<file path="src/rtl/btn_event_decoder.sv">
// rtl/btn_event_decoder.sv - classifies a debounced button level into press/release/short/long/repeat pulses
// Optional double-click detection is compiled in with `define BTN_DCLICK_EN.
module btn_event_decoder #(
  parameter int TICK_DIV     = 100_000,
  parameter int LONG_TICKS   = 1000,
  parameter int REPEAT_TICKS = 200,
  parameter int DCLICK_TICKS = 300
) (
  input  logic clk,
  input  logic reset_n,
  input  logic i_btn,
  output logic o_press,
  output logic o_release,
  output logic o_short,
  output logic o_long,
  output logic o_repeat,
  output logic o_held,
  output logic o_double
);

  localparam int HOLD_MAX_LR = (LONG_TICKS > REPEAT_TICKS) ? LONG_TICKS : REPEAT_TICKS;
  localparam int HOLD_MAX    = (HOLD_MAX_LR > DCLICK_TICKS) ? HOLD_MAX_LR : DCLICK_TICKS;
  localparam int HOLD_W      = $clog2(HOLD_MAX + 1);
  localparam int TICK_W      = $clog2(TICK_DIV);

  localparam logic [TICK_W-1:0] TICK_LAST   = TICK_W'(TICK_DIV - 1);
  localparam logic [HOLD_W-1:0] HOLD_SAT    = HOLD_W'(HOLD_MAX);
  localparam logic [HOLD_W-1:0] LONG_LAST   = HOLD_W'(LONG_TICKS - 1);
  localparam logic [HOLD_W-1:0] REPEAT_LAST = HOLD_W'(REPEAT_TICKS - 1);
`ifdef BTN_DCLICK_EN
  localparam logic [HOLD_W-1:0] DCLICK_LAST = HOLD_W'(DCLICK_TICKS - 1);
`endif

  typedef enum logic [2:0] {
    S_IDLE,
    S_PRESSED,
    S_LONG_HELD,
    S_WAIT2,
    S_DBL_HELD
  } state_t;

  state_t              state_q, state_d;
  logic                btn_q;
  logic [TICK_W-1:0]   tick_cnt_q, tick_cnt_d;
  logic [HOLD_W-1:0]   hold_q, hold_d;
  logic                tick, rise, fall, hold_clr;
  logic                press_q, press_d;
  logic                release_q, release_d;
  logic                short_q, short_d;
  logic                long_q, long_d;
  logic                repeat_q, repeat_d;
`ifdef BTN_DCLICK_EN
  logic                double_q, double_d;
`endif

  // Free-running tick base; deliberately independent of button activity.
  assign tick       = (tick_cnt_q == TICK_LAST);
  assign tick_cnt_d = tick ? '0 : tick_cnt_q + TICK_W'(1);

  assign rise = i_btn & ~btn_q;
  assign fall = ~i_btn & btn_q;

  // Timers expire on the tick that brings the hold counter up to its target.
  always_comb begin
    state_d   = state_q;
    hold_clr  = 1'b0;
    press_d   = 1'b0;
    release_d = 1'b0;
    short_d   = 1'b0;
    long_d    = 1'b0;
    repeat_d  = 1'b0;
`ifdef BTN_DCLICK_EN
    double_d  = 1'b0;
`endif
    case (state_q)
      S_IDLE: begin
        if (rise) begin
          press_d = 1'b1;
          state_d = S_PRESSED;
        end
      end
      S_PRESSED: begin
        if (fall) begin
          release_d = 1'b1;
`ifdef BTN_DCLICK_EN
          state_d   = S_WAIT2;
`else
          short_d   = 1'b1;
          state_d   = S_IDLE;
`endif
        end else if (tick && hold_q == LONG_LAST) begin
          long_d  = 1'b1;
          state_d = S_LONG_HELD;
        end
      end
      S_LONG_HELD: begin
        if (fall) begin
          release_d = 1'b1;
          state_d   = S_IDLE;
        end else if (tick && hold_q == REPEAT_LAST) begin
          repeat_d = 1'b1;
          hold_clr = 1'b1;
        end
      end
`ifdef BTN_DCLICK_EN
      S_WAIT2: begin
        if (rise) begin
          press_d  = 1'b1;
          double_d = 1'b1;
          state_d  = S_DBL_HELD;
        end else if (tick && hold_q == DCLICK_LAST) begin
          short_d = 1'b1;
          state_d = S_IDLE;
        end
      end
      S_DBL_HELD: begin
        if (fall) begin
          release_d = 1'b1;
          state_d   = S_IDLE;
        end
      end
`endif
      default: state_d = S_IDLE;
    endcase
    if (state_d != state_q) hold_clr = 1'b1;
  end

  always_comb begin
    if (hold_clr) begin
      hold_d = '0;
    end else if (tick && hold_q != HOLD_SAT) begin
      hold_d = hold_q + HOLD_W'(1);
    end else begin
      hold_d = hold_q;
    end
  end

  always_ff @(posedge clk or negedge reset_n) begin
    if (!reset_n) begin
      state_q    <= S_IDLE;
      btn_q      <= 1'b0;
      tick_cnt_q <= '0;
      hold_q     <= '0;
      press_q    <= 1'b0;
      release_q  <= 1'b0;
      short_q    <= 1'b0;
      long_q     <= 1'b0;
      repeat_q   <= 1'b0;
`ifdef BTN_DCLICK_EN
      double_q   <= 1'b0;
`endif
    end else begin
      state_q    <= state_d;
      btn_q      <= i_btn;
      tick_cnt_q <= tick_cnt_d;
      hold_q     <= hold_d;
      press_q    <= press_d;
      release_q  <= release_d;
      short_q    <= short_d;
      long_q     <= long_d;
      repeat_q   <= repeat_d;
`ifdef BTN_DCLICK_EN
      double_q   <= double_d;
`endif
    end
  end

  assign o_press   = press_q;
  assign o_release = release_q;
  assign o_short   = short_q;
  assign o_long    = long_q;
  assign o_repeat  = repeat_q;
  assign o_held    = btn_q;
`ifdef BTN_DCLICK_EN
  assign o_double  = double_q;
`else
  assign o_double  = 1'b0;
`endif

endmodule

</file>
<file path="config.mk">
export PLATFORM = sky130hd
export DESIGN_NAME = btn_event_decoder
export DESIGN_NICKNAME = d
export VERILOG_FILES = /design/src/rtl/btn_event_decoder.sv
export SDC_FILE = /design/constraint.sdc
export NUM_CORES = 1
export LEC_CHECK = 0
export CORE_MARGIN = 2
export CORE_UTILIZATION = 34
export DETAILED_ROUTE_END_ITERATION = 10
export PLACE_DENSITY_LB_ADDON = 0.25
export SYNTH_ARGS = -nofsm -noshare
export SYNTH_HDL_FRONTEND = slang
export SYNTH_SLANG_ARGS = --single-unit
</file>
<file path="constraint.sdc">
create_clock -name clk -period 2.44 [get_ports clk]
set_input_delay 0.488 -clock clk [delete_from_list [all_inputs] [get_ports clk]]
set_output_delay 0.488 -clock clk [all_outputs]
set_load 0.05 [all_outputs]
</file>
==> run_results.csv, run 1 <==
group,metric,value,unit
timing,fmax,0.469,GHz
setup_path,worst_ep_arrival_time,2300,ps
synthesis,synthTopCellsByArea,"dfrtp_1 (50%), xnor2_1 (5.9%), nor2_1 (4.4%)",
status,status,"completed",
cells_and_area,final_cells,262,
synthesis,yosys.area.top_type_share,0.503,
setup_path,setup.worst_path.start_class,"flop",
clock_network,clock-sinks,36,
floorplanning,start_util,0.351,
synthesis,ys_warn_count,0,
setup_path,r2r_slack,310,ps
global_route,grt_pass1_vias,1290,
global_route,grt_overflow,0,
setup_path,end_kind,"flop",
drt,drc,0,
clock_network,ctsResizeCount,0,
drt,drt_iter0_markers,111,
timing,drv_slew,0,
drt,postRouteAntennaNets,0,
place,gp_congestion,0.793,
synthesis,synth_cells,173,
place,placed_cells,254,
synthesis,ys_async_sr_fraction,1.00,
flow_run,maxCapViolations,0,
synthesis,ys.flop_type,"dfrtp_1",
global_route,grt_pass1_wl,5990,µm
floorplanning,io_pins,10,
global_route,grt_usage,0.128,
cells_and_area,num_antenna_cells,0,
clock_network,htreeDepth,2,
cells_and_area,syn2layout_area_growth,15.5,%
floorplanning,num_rows,26,
drt,num_vias,1333,
drt,post_drt_wl_per_cell,12.8,µm
cells_and_area,final_layout_size_suffix_gt1_frac,0.104,
place,io_buffers,8,
timing,clock_skew,5.22,ps
timing,rsz0062_at_grt,"false",
global_route,grt_max_degree,37,
floorplanning,dieArea,0.00586,mm²
clock_network,cts_tree,"yes",
drt,wl,3350,µm
synthesis,netlist-cell-type-count,39,
floorplanning,die_w,76.6,µm
place,place_ws,274,ps
synthesis,ys_seq_area_frac,0.503,
drt,drt_pre_antenna_iters,4,
place,dpl_cell_area,0.00198,mm²
timing,setup_tns,0,ps
timing,hold_violations,0,
setup_path,critPathMaxFanout,5,
synthesis,avgSynthCellArea,10.3,µm²
setup_path,cp.required,2610,ps
clock_network,clk_pin_slew,80,ps
pwr,ir_drop,0.437,mV
cells_and_area,fillers,510,
synthesis,synth_edf_count,0,
timing,fin_crit,2130,ps
clock_network,cts_root_buffer,"clkbuf_8",
timing,tightest_slew,806,ps
setup_path,ff2ff_path_depth,5,
timing,finalSetupViolCount,0,
setup_path,reg2reg_to,"hold_q[9]",
pwr,powerDensity,522,mW/mm²
drt,vias_per_cell,5.09,
timing,slew-limit-headroom,0.463,
setup_path,crit_type,"flop to flop",
cells_and_area,fin_nets,197,
floorplanning,die_y,76.6,µm
clock_network,clk_path_buf_depth,2,
cells_and_area,finalInstanceArea,0.00207,mm²
worst_hold_path,hold_path_class,"input port to asynchronous set/reset pin",
timing,finalCritPeriodShare,0.874,
clock_network,clock_latency,290,ps
global_route,grt_antenna_before_repair,0,
synthesis,syn_area,0.00179,mm²
clock_network,cts_hold_buf,0,
setup_path,reg2reg_from,"tick_cnt_q[11]",
synthesis,ys_seq_elements,36,
place,place.detailed.hpwl,2360,µm
cells_and_area,final_util,0.405,
pwr,leakagePower,0.000878,µW
clock_network,cts_buffers,5,
synthesis,synth_top_area_cell,"dfrtp_1",
clock_network,postCtsSetupBuffers,0,
timing,layout_setup_ws,306,ps
floorplanning,core-area,0.00511,mm²
-- synth_stat cells, drive strengths merged, types with 2 or more instances --
| cell type | number |
|---|---|
| a21oi | 4 |
| and3 | 8 |
| dfrtp | 36 |
| ha | 3 |
| inv | 5 |
| nand2 | 9 |
| nand2b | 3 |
| nand3 | 12 |
| nand3b | 2 |
| nand4 | 10 |
| nor2 | 21 |
| nor2b | 2 |
| nor3 | 7 |
| nor4 | 3 |
| o211ai | 4 |
| o21ai | 3 |
| or3 | 3 |
| or4 | 2 |
| xnor2 | 12 |
| xor2 | 8 |
-- worst max-delay path, cell delays in order, from the launching register on --
cell and delay, ps:
dfrtp_1 410, or4_4 570, nor4_4 340, nand4_2 230, o31ai_4 380, nor2_1 90
-- worst max-delay path by stage --
stage | to | slack (ps) | startpoint
3_3_place_gp | hold_q[8] | 280 | i_btn
6_report | hold_q[9] | 310 | tick_cnt_q[11]
5_1_grt | hold_q[5] | 200 | tick_cnt_q[11]
2_1_floorplan | hold_q[0] | 400 | tick_cnt_q[11]
4_1_cts | hold_q[5] | 290 | tick_cnt_q[11]
3_5_place_dp | hold_q[5] | 270 | i_btn
-- cell type report --
| type | instances | area (µm²) | share of cell area |
|---|---|---|---|
| Clock inverter | 3 | 23.8 | 0.0115 |
| Inverter | 5 | 18.8 | 0.00907 |
| Multi-Input combinational cell | 131 | 863 | 0.417 |
| Clock buffer | 5 | 68.8 | 0.0333 |
| Tap cell | 70 | 87.6 | 0.0423 |
| Sequential cell | 36 | 901 | 0.436 |
| Timing Repair Buffer | 12 | 105 | 0.0508 |
-- kinds of logic (layout without fill, tap and decap cells) --
group,count (synthesis),in the layout,share of synthesized area
AO/OA/AOI/OAI,17,17,0.0699
flip-flops,36,36,0.503
buffers and inverters,7,25,0.0168
AND/OR/NAND/NOR,88,88,0.284
other,1,2,0.00209
adder cells (fa/ha/maj),3,3,0.0210
XOR/XNOR,20,20,0.0978
multiplexers,1,1,0.00559
-- sequential cells by signal (all words and copies together), names as in the netlist --
name	flops
hold_q	10
o_held	1
o_long	1
o_press	1
o_release	1
o_repeat	1
o_short	1
state_q	3
tick_cnt_q	17
-- layout by cell type (no fill, tap or decap), types with 2 or more instances in the layout --
cell type	instances
dfrtp_1	36
nor2_1	21
nand3_1	12
xnor2_1	12
nand2_1	9
nand4_1	9
and3_1	8
xor2_1	8
nor3_1	7
clkdlybuf4s50_1	7
inv_1	5
clkbuf_8	5
a21oi_1	4
o211ai_1	4
buf_4	4
nand2b_1	3
or3_1	3
o21ai_0	3
ha_1	3
nor2b_1	2
nor4_2	2
nand3b_1	2
conb_1	2
clkinvlp_4	2
-- report_power, final --
part           internal, µW  switching [µW]  leakage, µW  total (µW)
clock network           202             226    0.0000404         428
logic                  12.7            34.9     0.000355        47.6
registers               600            4.14     0.000483         604
total                   815             265     0.000878        1080
-- stage by stage --
step           hold slack [ps]  power, µW
2_1_floorplan              192        643
3_3_place_gp               473        665
3_5_place_dp               475        665
4_1_cts                    308       1100
5_1_grt                    348       1130
6_report                   282       1080
-- metal layers --
metal  track usage  routed length [µm]
met1         0.178                1690
met2         0.191                1470
met3        0.0320                 143
met4        0.0491                  43
met5             0                   0
Note: power is estimated with default switching activity, not from simulation.
==> run 2: changes to the inputs <==
--- a/config.mk
+++ b/config.mk
@@ -6,7 +6,7 @@
 export NUM_CORES = 1
 export LEC_CHECK = 0
 export CORE_MARGIN = 2
-export CORE_UTILIZATION = 34
+export CORE_UTILIZATION = 32
 export DETAILED_ROUTE_END_ITERATION = 10
 export PLACE_DENSITY_LB_ADDON = 0.25
 export SYNTH_ARGS = -nofsm -noshare
==> run 2 against run 1 <==
  * Cell count up 0.38%
  * Global-route usage down 0.54 points
  * Non-clock buffer count fell by 1
  * Power increased by 0.89%
  * Sequential cell count is the same
==> run_results.csv, run 2 (synthesized netlist as in run 1, its figures left out) <==
group,metric,value,unit
clock_network,clk_path_buf_depth,2,
timing,fmax,0.456,GHz
cells_and_area,top_regs,"tick_cnt_q (17), hold_q (10), state_q (3)",
timing,drv_slew,0,
clock_network,cts_root_buffer,"clkbuf_8",
floorplanning,core-area,0.00544,mm²
cells_and_area,final-seq-area,901,µm²
pwr,powerDensity,528,mW/mm²
pwr,p_sw,274,µW
drt,postRouteAntennaNets,0,
cells_and_area,num_antenna_cells,0,
cells_and_area,largest_reg_flops,17,
place,placed_cells,255,
place,place.detailed.hpwl,2360,µm
setup_path,cp.required,2610,ps
clock_network,clk_pin_slew,80,ps
pwr,p_sw_frac,0.252,
timing,finalCritPeriodShare,0.898,
setup_path,critPathMaxFanout,5,
cells_and_area,final_common_cell,"dfrtp_1",
drt,vias_per_cell,4.95,
pwr,ir_drop,0.278,mV
floorplanning,start_util,0.329,
clock_network,ctsResizeCount,0,
setup_path,setup.worst_path.start_class,"flop",
setup_path,crit_type,"flop to flop",
global_route,grt_pass1_wl,5820,µm
floorplanning,io_pins,10,
timing,rsz0062_at_grt,"false",
global_route,grt_max_degree,37,
pwr,comb_power_share,0.044,
pwr,cell_internal_pwr,815,µW
floorplanning,dieArea,0.00621,mm²
clock_network,clock_latency,300,ps
cells_and_area,layout_common_cells,"dfrtp_1 (36), nor2_1 (21), nand3_1 (12), xnor2_1 (12)",
timing,finalSetupViolCount,0,
floorplanning,num_rows,27,
pwr,leakagePower,0.000872,µW
clock_network,htreeDepth,2,
cells_and_area,fillers,537,
global_route,grt_pass1_vias,1247,
cells_and_area,final_cells,263,
clock_network,clock-sinks,36,
pwr,p_clk_frac,0.401,
global_route,grt_antenna_before_repair,0,
global_route,grt_usage,0.122,
status,status,"completed",
floorplanning,die_y,78.8,µm
drt,wl,3450,µm
cells_and_area,final_layout_size_suffix_gt1_frac,0.0995,
drt,drt_pre_antenna_iters,4,
drt,num_vias,1302,
timing,slew-limit-headroom,0.450,
place,gp_congestion,0.759,
timing,setup_tns,0,ps
place,io_buffers,8,
clock_network,cts_hold_buf,0,
floorplanning,die_w,78.8,µm
drt,drt_iter0_markers,100,
cells_and_area,finalInstanceArea,0.00206,mm²
timing,clock_skew,11.1,ps
timing,fin_crit,2190,ps
global_route,grt_overflow,0,
worst_hold_path,hold_path_class,"input port to asynchronous set/reset pin",
cells_and_area,top_register,"tick_cnt_q",
cells_and_area,fin_nets,196,
clock_network,postCtsSetupBuffers,0,
timing,hold_violations,0,
setup_path,end_kind,"flop",
timing,tightest_slew,825,ps
drt,post_drt_wl_per_cell,13.1,µm
setup_path,worst_ep_arrival_time,2360,ps
flow_run,maxCapViolations,0,
cells_and_area,syn2layout_area_growth,15.2,%
place,dpl_cell_area,0.00197,mm²
clock_network,cts_tree,"yes",
cells_and_area,multi_input_area,863,µm²
pwr,seq_power_share,0.555,
drt,drc,0,
clock_network,cts_buffers,5,
run 2: metal layers:
metal	up-vias	track usage	routed length, µm
met5	-	0	0
met4	0	0.0526	57
met3	7	0.0341	140
met2	19	0.184	1600
met1	630	0.165	1650
li1	646	-	-
run 2: metrics by stage:
step | worst slack [ps] | total power [µW] | util | hold slack (ps)
after global placement | 256 | 666 | 0.362 | 476
after global routing | 156 | 1140 | 0.379 | 353
after CTS | 233 | 1110 | 0.379 | 314
after floorplan | 399 | 643 | - | 192
final | 249 | 1090 | 0.379 | 280
after detailed placement | 186 | 666 | 0.362 | 478
run 2: critical path, cell delays in order, from the launching register on:
cell and delay, ps:
dfrtp_1 410, or4_4 570, nor4_4 390, nand4_2 250, o31ai_4 360, nor2_1 90
run 2: power groups by stage:
stage / clock network [µW] / logic, µW / registers, µW
2_1_floorplan: 0 / 20.2 / 623
3_3_place_gp: 0 / 49.7 / 616
3_5_place_dp: 0 / 49.7 / 616
4_1_cts: 455 / 49.8 / 604
5_1_grt: 480 / 54.4 / 605
6_report: 436 / 48.4 / 605
run 2: final timing paths:
check | slack, ps | depth (start not counted) | to | start
min in group clk | 490 | 1 | tick_cnt_q[8] | tick_cnt_q[8]
max reg2reg | 250 | 5 | hold_q[5] | tick_cnt_q[11]
max | 250 | 5 | hold_q[5] | tick_cnt_q[11]
min reg2reg | 490 | 1 | tick_cnt_q[8] | tick_cnt_q[8]
max in group asynchronous | 1620 | 1 | tick_cnt_q[3] | reset_n
min | 280 | 1 | o_release | reset_n
run 2: layout make-up:
class                   instances  area share
clock buffers                   5      0.0334
clock inverters                 3      0.0115
inverters                       5     0.00910
multi-input cells             131       0.418
flip-flops and latches         36       0.437
well taps                      72      0.0437
repair buffers                 11      0.0473
